File: src/rtl/reg_alu_pipe.sv
// Register file + single-cycle ALU behind a one-stage execute pipeline.
// Optional macro REG_ALU_PIPE_BYPASS_EN forwards the EX result on a read-after-write hazard instead of stalling.
module reg_alu_pipe #(
  parameter int WIDTH = 16,
  parameter int DEPTH = 8,
  parameter int AW    = 3
) (
  input  logic             clk,
  input  logic             reset,
  input  logic             in_valid,
  output logic             in_ready,
  input  logic [2:0]       op,
  input  logic             sel,
  input  logic             wr,
  input  logic [AW-1:0]    rd_addr_a,
  input  logic [AW-1:0]    rd_addr_b,
  input  logic [AW-1:0]    wr_addr,
  input  logic [WIDTH-1:0] d_in,
  output logic             res_valid,
  output logic [WIDTH-1:0] res,
  output logic             cout,
  output logic             zero
);

  logic [WIDTH-1:0] regs_q [DEPTH];
  logic [WIDTH-1:0] regs_d [DEPTH];

  logic             ex_valid_q, ex_valid_d;
  logic [2:0]       ex_op_q, ex_op_d;
  logic             ex_sel_q, ex_sel_d;
  logic             ex_wr_q, ex_wr_d;
  logic [AW-1:0]    ex_wr_addr_q, ex_wr_addr_d;
  logic [WIDTH-1:0] ex_din_q, ex_din_d;
  logic [WIDTH-1:0] ex_a_q, ex_a_d;
  logic [WIDTH-1:0] ex_b_q, ex_b_d;

  logic             res_valid_q, res_valid_d;
  logic [WIDTH-1:0] res_q, res_d;
  logic             cout_q, cout_d;
  logic             zero_q, zero_d;

  logic [WIDTH:0]   sum_s, diff_s;
  logic [WIDTH-1:0] ex_result_s;
  logic             ex_cout_s;
  logic             ex_wb_s;
  logic             haz_a_s, haz_b_s;
  logic [WIDTH-1:0] rd_a_s, rd_b_s;
  logic [WIDTH-1:0] opa_s, opb_s;
  logic             in_ready_s;
  logic             accept_s;

  assign sum_s  = {1'b0, ex_a_q} + {1'b0, ex_b_q};
  assign diff_s = {1'b0, ex_a_q} - {1'b0, ex_b_q};

  // ALU result and carry/borrow for the instruction held in EX
  always_comb begin
    ex_result_s = {WIDTH{1'b0}};
    ex_cout_s   = 1'b0;
    if (ex_sel_q) begin
      case (ex_op_q)
        3'b000: begin ex_result_s = sum_s[WIDTH-1:0];  ex_cout_s = sum_s[WIDTH];  end
        3'b001: begin ex_result_s = diff_s[WIDTH-1:0]; ex_cout_s = diff_s[WIDTH]; end
        3'b010: ex_result_s = ex_a_q & ex_b_q;
        3'b011: ex_result_s = ex_a_q | ex_b_q;
        3'b100: ex_result_s = ex_a_q ^ ex_b_q;
        3'b101: ex_result_s = ~ex_a_q;
        3'b110: begin ex_result_s = {ex_a_q[WIDTH-2:0], 1'b0}; ex_cout_s = ex_a_q[WIDTH-1]; end
        3'b111: begin ex_result_s = {1'b0, ex_a_q[WIDTH-1:1]}; ex_cout_s = ex_a_q[0]; end
        default: begin ex_result_s = {WIDTH{1'b0}}; ex_cout_s = 1'b0; end
      endcase
    end else begin
      ex_result_s = ex_din_q;
      ex_cout_s   = 1'b0;
    end
  end

  // Hazard detection and operand selection; register 0 always reads as zero
  always_comb begin
    ex_wb_s = ex_valid_q & ex_wr_q & (ex_wr_addr_q != {AW{1'b0}});
    haz_a_s = ex_wb_s & (rd_addr_a == ex_wr_addr_q);
    haz_b_s = ex_wb_s & (rd_addr_b == ex_wr_addr_q);
    if (rd_addr_a == {AW{1'b0}}) begin
      rd_a_s = {WIDTH{1'b0}};
    end else begin
      rd_a_s = regs_q[rd_addr_a];
    end
    if (rd_addr_b == {AW{1'b0}}) begin
      rd_b_s = {WIDTH{1'b0}};
    end else begin
      rd_b_s = regs_q[rd_addr_b];
    end
`ifdef REG_ALU_PIPE_BYPASS_EN
    opa_s      = haz_a_s ? ex_result_s : rd_a_s;
    opb_s      = haz_b_s ? ex_result_s : rd_b_s;
    in_ready_s = 1'b1;
`else
    // Stall one cycle; the write-back lands at the same edge, so the next read sees it
    opa_s      = rd_a_s;
    opb_s      = rd_b_s;
    in_ready_s = ~(haz_a_s | haz_b_s);
`endif
  end

  // Next-state for EX, output registers and register-file write-back
  always_comb begin
    accept_s   = in_valid & in_ready_s;
    ex_valid_d = accept_s;
    if (accept_s) begin
      ex_op_d      = op;
      ex_sel_d     = sel;
      ex_wr_d      = wr;
      ex_wr_addr_d = wr_addr;
      ex_din_d     = d_in;
      ex_a_d       = opa_s;
      ex_b_d       = opb_s;
    end else begin
      ex_op_d      = ex_op_q;
      ex_sel_d     = ex_sel_q;
      ex_wr_d      = ex_wr_q;
      ex_wr_addr_d = ex_wr_addr_q;
      ex_din_d     = ex_din_q;
      ex_a_d       = ex_a_q;
      ex_b_d       = ex_b_q;
    end

    res_valid_d = ex_valid_q;
    if (ex_valid_q) begin
      res_d = ex_result_s;
      if (ex_sel_q) begin
        cout_d = ex_cout_s;
        zero_d = (ex_result_s == {WIDTH{1'b0}});
      end else begin
        cout_d = cout_q;
        zero_d = zero_q;
      end
    end else begin
      res_d  = res_q;
      cout_d = cout_q;
      zero_d = zero_q;
    end

    for (int i = 0; i < DEPTH; i++) begin
      regs_d[i] = (ex_wb_s && (ex_wr_addr_q == AW'(i))) ? ex_result_s : regs_q[i];
    end
  end

  // State registers; reset drops any in-flight EX instruction
  always_ff @(posedge clk or negedge reset) begin
    if (!reset) begin
      for (int i = 0; i < DEPTH; i++) begin
        regs_q[i] <= {WIDTH{1'b0}};
      end
      ex_valid_q   <= 1'b0;
      ex_op_q      <= 3'b000;
      ex_sel_q     <= 1'b0;
      ex_wr_q      <= 1'b0;
      ex_wr_addr_q <= {AW{1'b0}};
      ex_din_q     <= {WIDTH{1'b0}};
      ex_a_q       <= {WIDTH{1'b0}};
      ex_b_q       <= {WIDTH{1'b0}};
      res_valid_q  <= 1'b0;
      res_q        <= {WIDTH{1'b0}};
      cout_q       <= 1'b0;
      zero_q       <= 1'b0;
    end else begin
      regs_q       <= regs_d;
      ex_valid_q   <= ex_valid_d;
      ex_op_q      <= ex_op_d;
      ex_sel_q     <= ex_sel_d;
      ex_wr_q      <= ex_wr_d;
      ex_wr_addr_q <= ex_wr_addr_d;
      ex_din_q     <= ex_din_d;
      ex_a_q       <= ex_a_d;
      ex_b_q       <= ex_b_d;
      res_valid_q  <= res_valid_d;
      res_q        <= res_d;
      cout_q       <= cout_d;
      zero_q       <= zero_d;
    end
  end

  assign in_ready  = in_ready_s;
  assign res_valid = res_valid_q;
  assign res       = res_q;
  assign cout      = cout_q;
  assign zero      = zero_q;

endmodule
File: config.mk
export PLATFORM = sky130hd
export DESIGN_NAME = reg_alu_pipe
export DESIGN_NICKNAME = d
export VERILOG_FILES = /design/src/rtl/reg_alu_pipe.sv
export SDC_FILE = /design/constraint.sdc
export NUM_CORES = 1
export LEC_CHECK = 0
export ABC_AREA = 1
export ABC_CLOCK_PERIOD_IN_PS = 6300
export BUFFER_PORTS_ARGS = -buffer_cell sky130_fd_sc_hd__buf_4
export CAP_MARGIN = 20
export CORE_ASPECT_RATIO = 1.1
export CORE_MARGIN = 3
export CORE_UTILIZATION = 45
export CTS_CLUSTER_SIZE = 28
export DETAILED_ROUTE_END_ITERATION = 16
export MAX_ROUTING_LAYER = met4
export PLACE_DENSITY = 0.7
export SLEW_MARGIN = 25
export SYNTH_ARGS = -nofsm -noshare
export SYNTH_HDL_FRONTEND = slang
export SYNTH_SLANG_ARGS = --single-unit
File: constraint.sdc
create_clock -name clk -period 6.3 [get_ports clk]
set_input_delay 0 -clock clk [delete_from_list [all_inputs] [get_ports clk]]
set_output_delay 0 -clock clk [all_outputs]
set_load 0.005 [all_outputs]
==> results.sh <==
export IMPL_yosys_top_cells_area="dfrtp_1 39%, nand2_1 14%, o21ai_0 12%"
export IMPL_total_power_mw=5.032
export IMPL_synthToLayoutAreaGrowth_pct=11.45
export IMPL_ios=53
export IMPL_setup_violations_final=0
export IMPL_multi_input_area_sq_um=6230
export IMPL_dieWidth_um=162.1
export IMPL_drt_pass1_iter_count=6
export IMPL_ys_async_sr_fraction=1.000
export IMPL_synth_compound_area_frac=0.1951
export IMPL_clkSlewWorstSetupHoldPaths_ns=0.08
export IMPL_first_iter_violations=1489
export IMPL_hold_violations=0
export IMPL_worst_pin_slew_ns=1.030
export IMPL_synth_seq_area_share=0.3899
export IMPL_rr_worst_depth=10
export IMPL_grt_pass1_wl_mm=65.18
export IMPL_fin_util=0.5129
export IMPL_syn_inst=1733
export IMPL_rrSetupSlack_ns=2.78
export IMPL_cts_setup_buffers=0
export IMPL_holdWs_ns=0.05984
export IMPL_synth_top_family_by_area="simple AND/OR/NAND/NOR gates"
export IMPL_final_nets=1838
export IMPL_period_minus_slack_ns=3.523
export IMPL_drc_errors=0
export IMPL_netlist_area_leader_share=0.3899
export IMPL_ys_flop_type="dfrtp_1"
export IMPL_rsz0062_at_grt="false"
export IMPL_grt_total_usage=0.3009
export IMPL_max_stage_delay_ns=0.76
export IMPL_r2r_end="ex_a_q[15]$_DFFE_PN0P_"
export IMPL_peakVddDrop_mv=0.2260
export IMPL_avgSynthCellArea_sq_um=6.963
export IMPL_worstPathRequired_ns=6.65
export IMPL_crit_path_start_kind="register"
export IMPL_path_buf_inv=4
export IMPL_grt_max_degree=120
export IMPL_root_buffer="clkbuf_16"
export IMPL_fin_setup_tns_ns=0
export IMPL_cts_buffers=17
export IMPL_cts_sinks=188
export IMPL_hp_class="input pin to asynchronous set/reset pin"
export IMPL_outcome="finished clean"
export IMPL_rows=62
export IMPL_via_count=11990
export IMPL_first_global_vias=11390
export IMPL_h_tree_depth=4
export IMPL_leakagePower_nw=6.497
export IMPL_clk_latency_ns=0.45
export IMPL_gp_congestion=1.011
export IMPL_synthAdderAreaFrac=0.05620
export IMPL_clockBufferDepth=2
export IMPL_syn_nets=1819
export IMPL_die_area_sq_um=28820
export IMPL_synth_area_leader_cell="dfrtp_1"
export IMPL_viasPerCell=5.658
export IMPL_wl_per_cell_um=19.83
export IMPL_dp_hpwl_mm=29.34
export IMPL_synthMuxAreaShare=0
export IMPL_fillers=2638
export IMPL_regArea_sq_um=4705
export IMPL_yosysWarnings=0
export IMPL_yosysUniqueCellTypes=45
export IMPL_die_h_um=177.7
export IMPL_drv_cap=0
export IMPL_drv_slew=0
export IMPL_cp_slowest_cell="inv_1"
export IMPL_synth_seq_cells=188
export IMPL_grt_overflow=0
export IMPL_max_slew_margin_rel=0.3128
export IMPL_portBuffers=52
export IMPL_drt_wl_total_mm=42.01
export IMPL_synth_xor_area_frac=0.004355
export IMPL_path_cells="inv_1 > nor2_2 > inv_2 > nor4_2 > a41oi_2 > nand2_2 > inv_2 > buf_4 > o21ai_0 > o21ai_0"
export IMPL_skew_ns=0.01729
export IMPL_antenna_found_initial=2
export IMPL_critPathTopFamily="buffers and inverters"
export IMPL_timing_fmax_mhz=283.9
export IMPL_worst_path_max_fanout=96
export IMPL_reg2reg_from="ex_valid_q$_DFF_PN0_"
export IMPL_drive_above_1_share=0.07592
export IMPL_end_kind="register"
export IMPL_cts_resized_gates=0
export IMPL_arrival_ns=3.88
export IMPL_period_share=0.5592
export IMPL_power_density_nw_per_um2=374.2
export IMPL_ant_nets=0
export IMPL_start_util=0.4602
export IMPL_synth_area_sq_um=12070
export IMPL_synth_simple_gate_area_frac=0.2604
export IMPL_synth_edff_count=0
export IMPL_cts_tree="done"
export IMPL_critical_path_class="register to register"
export IMPL_coreArea_sq_um=26220
export IMPL_holdBufCountCts=25
[worst max path at each step]
stage	startpoint	slack [ns]	to	depth (start not counted)
5_1_grt	ex_valid_q$_DFF_PN0_	2.49	ex_a_q[15]$_DFFE_PN0P_	10
2_1_floorplan	ex_a_q[0]$_DFFE_PN0P_	4.05	zero$_DFFE_PN0P_	16
4_1_cts	ex_valid_q$_DFF_PN0_	2.88	ex_a_q[15]$_DFFE_PN0P_	10
6_report	ex_valid_q$_DFF_PN0_	2.78	ex_a_q[15]$_DFFE_PN0P_	10
3_5_place_dp	ex_valid_q$_DFF_PN0_	2.91	ex_a_q[15]$_DFFE_PN0P_	10
3_3_place_gp	ex_valid_q$_DFF_PN0_	2.90	ex_a_q[15]$_DFFE_PN0P_	10
[registers in the layout, indices dropped and copies added, names as in the netlist]
name / cells
cout: 1
ex_a_q: 16
ex_b_q: 16
ex_din_q: 16
ex_op_q: 3
ex_sel_q: 1
ex_valid_q: 1
ex_wr_addr_q: 3
ex_wr_q: 1
regs_q: 112
res: 16
res_valid: 1
zero: 1
[metrics by stage]
stage	instances	worst slack, ns	cell area (sq um)
6_report	2119	2.777	13450
3_3_place_gp	2059	2.900	12560
4_1_cts	2116	2.883	13410
2_1_floorplan	1733	4.053	12070
5_1_grt	2119	2.491	13450
3_5_place_dp	2059	2.907	12560
[cell usage in the layout (no fill, tap or decap), drive strengths merged, types with 14 or more instances in the layout]
cell type,count
dfrtp,188
nand4,18
ha,51
nor2,118
nand3,124
clkbuf,19
o21ai,296
nand2,469
inv,207
buf,56
dlygate4sd3,25
a21oi,116
or2,14
[Yosys cell counts (4+ instances only)]
cell and number:
nor2_2 7, o21ai_0 282, inv_2 13, buf_2 17
dfrtp_1 188, o22ai_1 12, a22oi_1 4, or2_2 11
nand3_1 120, ha_1 51, nand2_1 465, nand2_2 4
o211ai_1 10, nand4_1 18, a21oi_1 115, buf_4 7
o221ai_1 4, clkbuf_1 54, nor2_1 109, o21ai_1 14
inv_1 186
[layer usage]
layer / global-route usage / vias to the layer above / routed length (um)
met5: - / - / 0
li1: - / 5682 / -
met4: 0.1042 / 0 / 1334
met3: 0.04225 / 89 / 3368
met1: 0.4004 / 5674 / 17640
met2: 0.4744 / 544 / 19670
[power breakdown]
group | switching [mW] | internal [mW]
registers | 0.281 | 1.60
clock network | 0.544 | 0.570
logic | 1.39 | 0.644
[layout make-up]
class | count | area share
Antenna cell | 2 | 0.0003722
Clock inverter | 14 | 0.01265
Multi-Input combinational cell | 1260 | 0.4632
Timing Repair Buffer | 82 | 0.05238
Sequential cell | 188 | 0.3498
Clock buffer | 18 | 0.03191
Inverter | 203 | 0.05685
Tap cell | 352 | 0.03275
[cell families (layout without fill, tap and decap cells)]
logic type / Yosys count / in the layout
adder cells (fa/ha/maj): 53 / 53
XOR/XNOR: 6 / 6
AND/OR/NAND/NOR: 750 / 750
other: 0 / 2
flip-flops: 188 / 188
AO/OA/AOI/OAI: 451 / 451
buffers and inverters: 285 / 317
Note: power is estimated with default switching activity, not from simulation.
